<file path="config.mk">
export PLATFORM = sky130hd
export DESIGN_NAME = pipe_hazard_ctrl
export DESIGN_NICKNAME = d
export VERILOG_FILES = /design/src/rtl/pipe_hazard_ctrl_pkg.sv /design/src/rtl/pipe_hazard_ctrl_hazard_fwd_unit.sv /design/src/rtl/pipe_hazard_ctrl.sv
export SDC_FILE = /design/constraint.sdc
export NUM_CORES = 1
export LEC_CHECK = 0
export BUFFER_PORTS_ARGS = -buffer_cell sky130_fd_sc_hd__buf_2
export CORE_ASPECT_RATIO = 2
export CORE_MARGIN = 1.5
export CORE_UTILIZATION = 25
export DETAILED_ROUTE_END_ITERATION = 10
export SYNTH_ARGS = -nofsm -noshare
export SYNTH_HDL_FRONTEND = slang
export SYNTH_SLANG_ARGS = --single-unit
</file>
<file path="constraint.sdc">
create_clock -name clk -period 5.7 [get_ports clk]
set_input_delay 0.855 -clock clk [delete_from_list [all_inputs] [get_ports clk]]
set_output_delay 0.855 -clock clk [all_outputs]
set_load 0.1 [all_outputs]
</file>
<file path="src/rtl/pipe_hazard_ctrl_pkg.sv">
// Shared constants and types for the pipeline hazard/sequencing controller.
// Holds the forwarding select codes, the FSM encoding and the register-match helper.
package pipe_hazard_ctrl_pkg;

    localparam int REG_W = 5;

    localparam logic [1:0] FWD_REG = 2'b00;
    localparam logic [1:0] FWD_WB  = 2'b01;
    localparam logic [1:0] FWD_MEM = 2'b10;

    typedef enum logic {
        RUN  = 1'b0,
        WAIT = 1'b1
    } state_t;

    // Register 0 is hardwired, so a write to it never creates a dependency.
    function automatic logic regHit(input logic we,
                                    input logic [REG_W-1:0] dst,
                                    input logic [REG_W-1:0] src);
        return we && (dst != '0) && (dst == src);
    endfunction

endpackage

</file>
<file path="src/rtl/pipe_hazard_ctrl_hazard_fwd_unit.sv">
// Combinational operand forwarding selects and load-use / branch hazard detection.
// Holds no state; the top module combines these results with the memory stall.
module hazard_fwd_unit
    import pipe_hazard_ctrl_pkg::*;
(
    input  logic [REG_W-1:0] rsD,
    input  logic [REG_W-1:0] rtD,
    input  logic [REG_W-1:0] rsE,
    input  logic [REG_W-1:0] rtE,
    input  logic [REG_W-1:0] writeRegE,
    input  logic [REG_W-1:0] writeRegM,
    input  logic [REG_W-1:0] writeRegW,
    input  logic             regWriteE,
    input  logic             regWriteM,
    input  logic             regWriteW,
    input  logic             memToRegE,
    input  logic             memToRegM,
    input  logic             branchD,
    output logic [1:0]       forwardAE,
    output logic [1:0]       forwardBE,
    output logic             forwardAD,
    output logic             forwardBD,
    output logic             lwStall,
    output logic             brStall
);

    logic exHitD;
    logic memLoadHitD;

    always_comb begin
        forwardAE = FWD_REG;
        forwardBE = FWD_REG;
        // MEM holds the younger result, so it wins over WB.
        if (regHit(regWriteM, writeRegM, rsE))      forwardAE = FWD_MEM;
        else if (regHit(regWriteW, writeRegW, rsE)) forwardAE = FWD_WB;
        if (regHit(regWriteM, writeRegM, rtE))      forwardBE = FWD_MEM;
        else if (regHit(regWriteW, writeRegW, rtE)) forwardBE = FWD_WB;

        forwardAD = regHit(regWriteM, writeRegM, rsD);
        forwardBD = regHit(regWriteM, writeRegM, rtD);

        exHitD      = regHit(regWriteE, writeRegE, rsD) || regHit(regWriteE, writeRegE, rtD);
        memLoadHitD = regHit(memToRegM, writeRegM, rsD) || regHit(memToRegM, writeRegM, rtD);

        lwStall = memToRegE && exHitD;
        brStall = branchD && (exHitD || memLoadHitD);
    end

endmodule

</file>
<file path="src/rtl/pipe_hazard_ctrl.sv">
// Pipeline hazard and sequencing controller: stall/flush enables, forwarding selects,
// data-memory handshake FSM with timeout, and a saturating stall-cycle counter.
module pipe_hazard_ctrl
    import pipe_hazard_ctrl_pkg::*;
#(
    parameter int TIMEOUT = 64,
    parameter int CNT_W   = 16
) (
    input  logic             clk,
    input  logic             rst,
    input  logic [REG_W-1:0] rsD,
    input  logic [REG_W-1:0] rtD,
    input  logic [REG_W-1:0] rsE,
    input  logic [REG_W-1:0] rtE,
    input  logic [REG_W-1:0] writeRegE,
    input  logic [REG_W-1:0] writeRegM,
    input  logic [REG_W-1:0] writeRegW,
    input  logic             regWriteE,
    input  logic             regWriteM,
    input  logic             regWriteW,
    input  logic             memToRegE,
    input  logic             branchD,
    input  logic             memReqM,
    input  logic             dmem_ack,
    output logic             dmem_req,
    output logic             stallF,
    output logic             stallD,
    output logic             stallE,
    output logic             stallM,
    output logic             flushE,
    output logic             flushW,
    output logic [1:0]       forwardAE,
    output logic [1:0]       forwardBE,
    output logic             forwardAD,
    output logic             forwardBD,
    output logic             mem_err,
    output logic [CNT_W-1:0] stall_cnt
);

    localparam int WAIT_W = (TIMEOUT > 2) ? $clog2(TIMEOUT) : 1;
    localparam logic [WAIT_W-1:0] WAIT_LAST = (TIMEOUT == 0) ? '0 : WAIT_W'(TIMEOUT - 1);

    state_t            state;
    logic [WAIT_W-1:0] waitCnt;
    logic              memToRegM;
    logic              lwStall;
    logic              brStall;
    logic              timeoutHit;
    logic              memStall;

    hazard_fwd_unit uHazard (
        .rsD       (rsD),
        .rtD       (rtD),
        .rsE       (rsE),
        .rtE       (rtE),
        .writeRegE (writeRegE),
        .writeRegM (writeRegM),
        .writeRegW (writeRegW),
        .regWriteE (regWriteE),
        .regWriteM (regWriteM),
        .regWriteW (regWriteW),
        .memToRegE (memToRegE),
        .memToRegM (memToRegM),
        .branchD   (branchD),
        .forwardAE (forwardAE),
        .forwardBE (forwardBE),
        .forwardAD (forwardAD),
        .forwardBD (forwardBD),
        .lwStall   (lwStall),
        .brStall   (brStall)
    );

    always_comb begin
        timeoutHit = (TIMEOUT != 0) && (state == WAIT) && (waitCnt == WAIT_LAST) && !dmem_ack;
        memStall   = ((state == RUN) && memReqM && !dmem_ack) ||
                     ((state == WAIT) && !dmem_ack && !timeoutHit);
        dmem_req   = (state == WAIT) ? 1'b1 : memReqM;
        stallF     = lwStall || brStall || memStall;
        stallD     = stallF;
        stallE     = memStall;
        stallM     = memStall;
        flushW     = memStall;
        // A frozen ID-EX register must keep its instruction, so the memory stall wins.
        flushE     = (lwStall || brStall) && !memStall;
    end

    always_ff @(posedge clk or posedge rst) begin
        if (rst) begin
            state     <= RUN;
            waitCnt   <= '0;
            mem_err   <= 1'b0;
            stall_cnt <= '0;
            memToRegM <= 1'b0;
        end else begin
            case (state)
                RUN: begin
                    if (memReqM && !dmem_ack) begin
                        state   <= WAIT;
                        waitCnt <= '0;
                    end
                end
                WAIT: begin
                    if (dmem_ack) begin
                        state <= RUN;
                    end else if (timeoutHit) begin
                        state   <= RUN;
                        mem_err <= 1'b1;
                    end else begin
                        waitCnt <= waitCnt + 1'b1;
                    end
                end
                default: state <= RUN;
            endcase

            if (stallF && (stall_cnt != '1)) stall_cnt <= stall_cnt + 1'b1;

            // Local copy of the EX-MEM load flag, advancing with the EX-MEM register.
            if (!stallM) memToRegM <= memToRegE;
        end
    end

endmodule

</file>
* Yosys cells after proc, flatten, opt, wreduce, memory -nomap -nowiden *
Index checks and enable logic that the tools add are counted.

storage, ports and cells
  bits in registers = 25
  bits of input ports = 44
  output and inout bits = 30
  logic and storage cells = 74

cells by class
  $add $sub $neg = 2
  equal/unequal tests = 13
  mux-type cells = 13
  bitwise operators = 2
  reductions and logical operators = 39

operators by type and width
  operator               count
  $eq 5x5->1             8
  $logic_and 1x1->1      25
  $mux 6                 3
  $add 16x1->16 const B  1
  $ne 16x16->1 const B   1
  $reduce_bool 5->1      3
  $pmux 6 s2             1
  $add 6x1->6 const B    1
  $eq 6x6->1 const B     1
  $logic_or 1x1->1       6
  $mux 1                 6
  $reduce_and 3->1       2
  $mux 2                 2
  $ne 2x2->1 const B     2
  $logic_not 1->1        3
  $ne 2x1->1 const B     1
  $not 1->1              2
  $pmux 1 s2             1

* Depth between registers and ports, before layout *
Gate-level depths: netlist of the first run.

  depth after elaboration = 9
  depth in mapped cells = 9
  mapped depth without buffers = 8

* Hierarchy *
A second synthesis of the first run with hierarchy kept.

second synthesis, totals
  cell total of the unflattened synthesis = 196
  area total of the unflattened synthesis = 1828.0 µm²

modules (own cells, without submodules)
  module            instances  cells an instance  area an instance (µm²)  seq. area each (µm²)
  pipe_hazard_ctrl  1          120                1263.7                  625.6
  hazard_fwd_unit   1          76                 564.3                   0.0

* Worst setup path after synthesis of the first run *
No wires, ideal clock.

  kind = input -> output
  start = input writeRegM[0]
  end = output forwardAE[0]
  data arrival time = 6254 ps
  required time = 4845 ps
  path slack = -1409 ps
  cell stages on the path = 6
  buffers on the path = 1
  path through = buf_2 nor3_2 nand2_1 nand2_1 nor4_1 nor4_1

between the ends
  cells in the longest elaborated chain, start to end = 4
  elaborated cells between the ends (all ways) = 5
  classes of those cells = eq/ne (1); mux (1); reduce/logical (3)

RTL lines
  item                 line                                    source
  start: declaration   pipe_hazard_ctrl.sv:16                  input logic [REG_W-1:0] writeRegM,
  $reduce_bool 5->1    pipe_hazard_ctrl_pkg.sv:20              return we && (dst != '0) && (dst == src);
  $logic_and 1x1->1    pipe_hazard_ctrl_pkg.sv:20
  $logic_and 1x1->1 *  pipe_hazard_ctrl_pkg.sv:20
  $mux 2 *             pipe_hazard_ctrl_hazard_fwd_unit.sv:34  if (regHit(regWriteM, writeRegM, rsE)) forwardAE = FWD_MEM;
  end: declaration     pipe_hazard_ctrl.sv:32                  output logic [1:0] forwardAE,

Every way passes the cells marked *; elsewhere a longest branch is shown, timed or not.

* Worst setup path after layout of the first run *
  start = input writeRegM[2]
  end = output stallD

between the ends
  cells in the longest elaborated chain, start to end = 8
  elaborated cells between the ends (all ways) = 11
  classes of those cells = eq/ne (2); reduce/logical (9)

RTL lines
  item                             line                                    source
  $reduce_bool 5->1                pipe_hazard_ctrl_pkg.sv:20
  $logic_and 1x1->1 (2 in a row)   pipe_hazard_ctrl_pkg.sv:20
  $logic_or 1x1->1 *               pipe_hazard_ctrl_hazard_fwd_unit.sv:43  memLoadHitD = regHit(memToRegM, writeRegM, rsD) || regHit(memToRegM, writeRegM, rtD);
  $logic_or 1x1->1 *               pipe_hazard_ctrl_hazard_fwd_unit.sv:46  brStall = branchD && (exHitD || memLoadHitD);
  $logic_and 1x1->1 *              pipe_hazard_ctrl_hazard_fwd_unit.sv:46
  $logic_or 1x1->1 * (2 in a row)  pipe_hazard_ctrl.sv:78                  stallF = lwStall || brStall || memStall;
  end: declaration                 pipe_hazard_ctrl.sv:27                  output logic stallD,

Marks and branches as above.

==> run metrics, run 1 <==
I/O Pins 74; Clock transition at path regs 0.06 ns; CTS Buffer Depth 2; Mapped Nets 233; DR WL/cell 13.8 µm; Fmax 292 MHz; met2 Track Usage GR 26.7%; Yosys warning count 0; GR Util met1 11.6%; worst hold path type register to register; post-CTS setup buffer count 0; total vias in the final route 1606; max-cap violation count 0; hpwl dp 3.98 mm; Pleak 1.10 nW; PD cells 320 nW/µm²; largest net degree at the start of global routing 26; Rel. slew slack 36.1%; Worst Setup End Kind output port; CORE AREA 6940 µm²; final WL 4.73 mm; Post-DRT Antenna Nets 0; final core occ 33.1%; die footprint 7760 µm²; vias in the first global route 1720; R2R depth 8; CTS Hold Bufs 0; Die H 123 µm; Residual DRC 0; gr busiest metal met2; layout cells sized above 1 36.6%; NumNets Final 301; Syn Inst Count 187; Die X 63.1 µm; Initial Utilization 26.0%; Clock Skew 0.00861 ns; worst endpoint required time 4.85 ns; final cell count without fillers 344; P&R area growth vs syn 27.5%; kind of critical path input pin to output port; Syn Area/Cell 9.64 µm²; worst-margin pin slew 0.958 ns; Worst Setup Start Kind input pin; RSZ-0062 raised after global routing no; Root Buffer clkbuf_16; Synth cell types 35; crit path max fanout 17; Peak VDD IR 200 µV; GRT Util Overall 13.0%; vias per std cell 4.67; Iteration-0 DRC Markers 39; post-CTS sizing 0; Post-Syn Area 1800 µm²; #FFs+latches synth 25; H-tree levels 1; final global-route overflow total 0; routability cong. 0.774; most common cell after layout, fill and taps aside buf_2; row cnt 43; Slew Limit Fails 0; WHS Path Cells 2; Inserted Clock Buffers 3; clk sink count 25; status finished clean; latest clock arrival within the worst-skew pair 0.27 ns; minimum clock period 3.42 ns; dpl cells 340; antenna cell count 0; met3 GRT Util 1.27%; Pre-Repair DR Iteration Count 4; Worst EP arrival 2.57 ns; hold_ws 0.477 ns; first-pass GRT wire length 7.71 mm; CTS tree built; Tcrit/Tclk final 60.1%; Final Hold Viols 0; most frequent cells in the layout buf_2, xnor2_1, xor2_1, dfrtp_1; PortBufs 73; initial antenna violation count 0; number of fill cells 744; # setup viols final 0; post-synthesis sequential area ratio 34.7%
==> area by class of cell <==
| cell class | count | area [µm²] | share of cell area, % |
|---|---|---|---|
| Tap cell | 90 | 113 | 4.90 |
| Sequential cell | 25 | 626 | 27.2 |
| Multi-Input combinational cell | 149 | 1100 | 47.7 |
| Clock buffer | 3 | 75.1 | 3.27 |
| Inverter | 3 | 13.8 | 0.599 |
| Timing Repair Buffer | 73 | 365 | 15.9 |
| Clock inverter | 1 | 8.76 | 0.381 |
==> where the power goes <==
group          internal [W]  switching [W]
Sequential         0.000203      0.0000320
Clock             0.0000972      0.0000694
Combinational     0.0000763       0.000258
==> logic make-up (layout without fill, tap and decap cells) <==
group,after synthesis,count (layout),synth area share [%]
simple gates,77,77,26.6
compound gates,11,11,4.09
fa+ha+maj,2,2,1.39
buf+inv,13,80,4.44
flops,25,25,34.7
mux,1,1,0.625
xor+xnor,58,58,28.2
==> layer usage <==
metal	vias up	wire length, µm
li1	775	-
met1	754	1570
met2	69	2790
met3	8	225
met4	0	145
met5	-	0
==> registers in the layout, summed over array words and instances, names as in the netlist <==
register,cells
memToRegM,1
mem_err,1
stall_cnt,16
state,1
waitCnt,6
==> worst max-delay path: stages <==
cell	delay, ns
buf_2	0.16
xor2_1	0.17
nor3_1	0.22
nand3_1	0.13
nand2_1	0.11
a221o_2	0.41
buf_2	0.51
==> synth_stat cells, drive strengths merged <==
cell / n / area, µm²
a21oi: 1 / 5.00
a221o: 1 / 11.3
a22oi: 1 / 7.51
a32o: 1 / 10.0
and2: 1 / 6.26
and3: 11 / 70.1
and4: 2 / 17.5
buf: 10 / 66.3
dfrtp: 25 / 626
ha: 2 / 25.0
inv: 3 / 13.8
mux2: 1 / 11.3
nand2: 12 / 61.3
nand3: 19 / 135
nand4: 7 / 43.8
nor2: 9 / 33.8
nor2b: 2 / 20.0
nor3: 5 / 30.0
nor3b: 1 / 7.51
nor4: 4 / 25.0
o21ai: 5 / 25.0
o21bai: 1 / 7.51
o31ai: 1 / 7.51
or2: 1 / 6.26
or4: 3 / 22.5
xnor2: 30 / 263
xor2: 28 / 245
==> path summary, 6_finish.rpt <==
check / slack (ns) / end / start
worst max-delay path: 2.28 / stallD / writeRegM[2]
worst min-delay path: 0.48 / memToRegM / memToRegM
worst max register to register: 3.24 / stall_cnt[11] / stall_cnt[0]
worst min register to register: 0.48 / memToRegM / memToRegM
max in group asynchronous: 4.32 / waitCnt[1] / rst
min in group asynchronous: 0.79 / stall_cnt[6] / rst
==> per-stage QoR <==
stage               worst slack [ns]  TNS, ns  total power [W]  instance area, µm²
floorplan                      -1.41    -2.82         0.000505                1800
global placement                2.24        0         0.000572                2210
detailed placement              2.25        0         0.000575                2210
CTS                             2.25        0         0.000747                2300
global route                    2.14        0         0.000770                2300
finish                          2.28        0         0.000736                2300
(Power assumes the default switching activity.)
==> run 2, diff against run 1 <==
Clock period 5.7 ns to 2.8 ns, I/O delays scaled along.
==> run metrics, run 2 (same netlist as run 1, synthesis figures left out) <==
status finished clean; Worst EP arrival 2.10 ns; pre-CTS setup slack 0.311 ns; CORE AREA 6940 µm²; # setup viols final 0; Initial Utilization 26.0%; P&R area growth vs syn 33.7%; Slew Limit Fails 0; Inserted Clock Buffers 3; routability cong. 0.783; crit path to forwardAE[0]; PD cells 623 nW/µm²; GRT Util Overall 12.9%; crit path max fanout 3; vias per std cell 4.63; Worst Setup End Kind output port; Stages on worst setup path 6; reg2reg start stall_cnt[0]; worst hold path type input pin to register; cells along the critical path buf_2, or4_1, o21ai_0, or4_1, nor4_4, buf_2; clock network power share 21.4%; hold_ws 0.372 ns; kind of critical path input pin to output port; Worst path max stage delay 0.60 ns; Biggest register stall_cnt; reg2reg end stall_cnt[11]; antenna cell count 0; Final Hold Viols 0; worst endpoint required time 2.38 ns; PortBufs 73; Rel. slew slack 34.5%; switching power 0.000725 W; RSZ-0062 raised after global routing no; largest net degree at the start of global routing 26; CTS tree built; I/O Pins 74; final WL 4.77 mm; Clock transition at path regs 0.06 ns; Internal 0.000778 W; total vias in the final route 1607; CP Buf/Inv Count 2; R2R depth 8; final worst slack 0.278 ns; Sequential Power Share 31.7%; most common cell after layout, fill and taps aside buf_2; most frequent cells in the layout buf_2, xnor2_1, xor2_1, dfrtp_1, nand3_1; NumNets Final 304; vias in the first global route 1676; Worst Setup Start Kind input pin; Iteration-0 DRC Markers 51; clk sink count 25; post-CTS sizing 0; DR WL/cell 13.7 µm; Pleak 1.13 nW; crit-path leading delay family simple AND/OR/NAND/NOR gates; Clock Skew 0.00421 ns; WHS Path Cells 3; post-CTS setup buffer count 0; Post-DRT Antenna Nets 0; worst-margin pin slew 0.982 ns; die footprint 7760 µm²; Fmax 396 MHz; Gate power share 46.9%; hpwl dp 3.96 mm; first-pass GRT wire length 7.91 mm; CTS Buffer Depth 2; Slowest-stage cell, CP or4_1; Residual DRC 0; Sw Share 48.2%; flop2flop setup slack 0.54 ns; Critical Path Source writeRegW[3]; Die H 123 µm; Root Buffer clkbuf_16; layout cells sized above 1 39.3%; initial antenna violation count 0; max-cap violation count 0; H-tree levels 1; latest clock arrival within the worst-skew pair 0.26 ns; final global-route overflow total 0; CTS Hold Bufs 0; row cnt 43; Die X 63.1 µm; max reg flops 16; Pre-Repair DR Iteration Count 6; Largest regs stall_cnt x16, waitCnt x6; Peak VDD IR 691 µV; total power 0.00150 W; minimum clock period 2.52 ns; setup TNS 0 ns; Tcrit/Tclk final 90.1%
## run 2: cell types whose count changed in the layout (fill, tap and decap cells not counted), sizes merged
cell and change:
clkbuf +1, buf +3, inv -1
## run 2: through the flow
step           cells  utilization [%]  cell area, µm²
2_1_floorplan    187                -            1870
3_3_place_gp     343             33.6            2330
3_5_place_dp     343             33.6            2330
4_1_cts          347             34.7            2410
5_1_grt          347             34.7            2410
6_report         347             34.7            2410
## run 2: cell type report
class,count,area (µm²)
clock buffer,4,78.8
fill,731,4530
inverter,3,13.8
multi-input combinational,149,1160
sequential,25,626
tap,90,113
timing repair buffer,76,418
## run 2: routing by layer
layer | up-vias | wire, µm | global-route usage (%)
li1 | 783 | - | -
met1 | 768 | 1760 | 12.7
met2 | 52 | 2740 | 26.5
met3 | 4 | 191 | 1.27
met4 | 0 | 68 | 5.42
met5 | - | 0 | 0
## run 2: power groups by stage
stage                     clock network (W)  registers [W]  logic [W]
after global routing               0.000343       0.000486   0.000743
after floorplan                           0       0.000783   0.000258
after detailed placement                  0       0.000483   0.000709
after global placement                    0       0.000480   0.000702
after CTS                          0.000329       0.000477   0.000712
final                              0.000322       0.000476   0.000705
## run 2: worst min path at each step
stage / start / end / slack, ns
after global placement: memToRegM / memToRegM / 0.45
final: memToRegE / memToRegM / 0.37
after global routing: memToRegE / memToRegM / 0.38
after CTS: memToRegE / memToRegM / 0.37
after detailed placement: memToRegM / memToRegM / 0.45
after floorplan: memToRegM / memToRegM / 0.43
## run 2: worst min-delay path: stages
cell     delay (ns)
buf_2          0.08
nand2_1        0.04
nand2_1        0.05
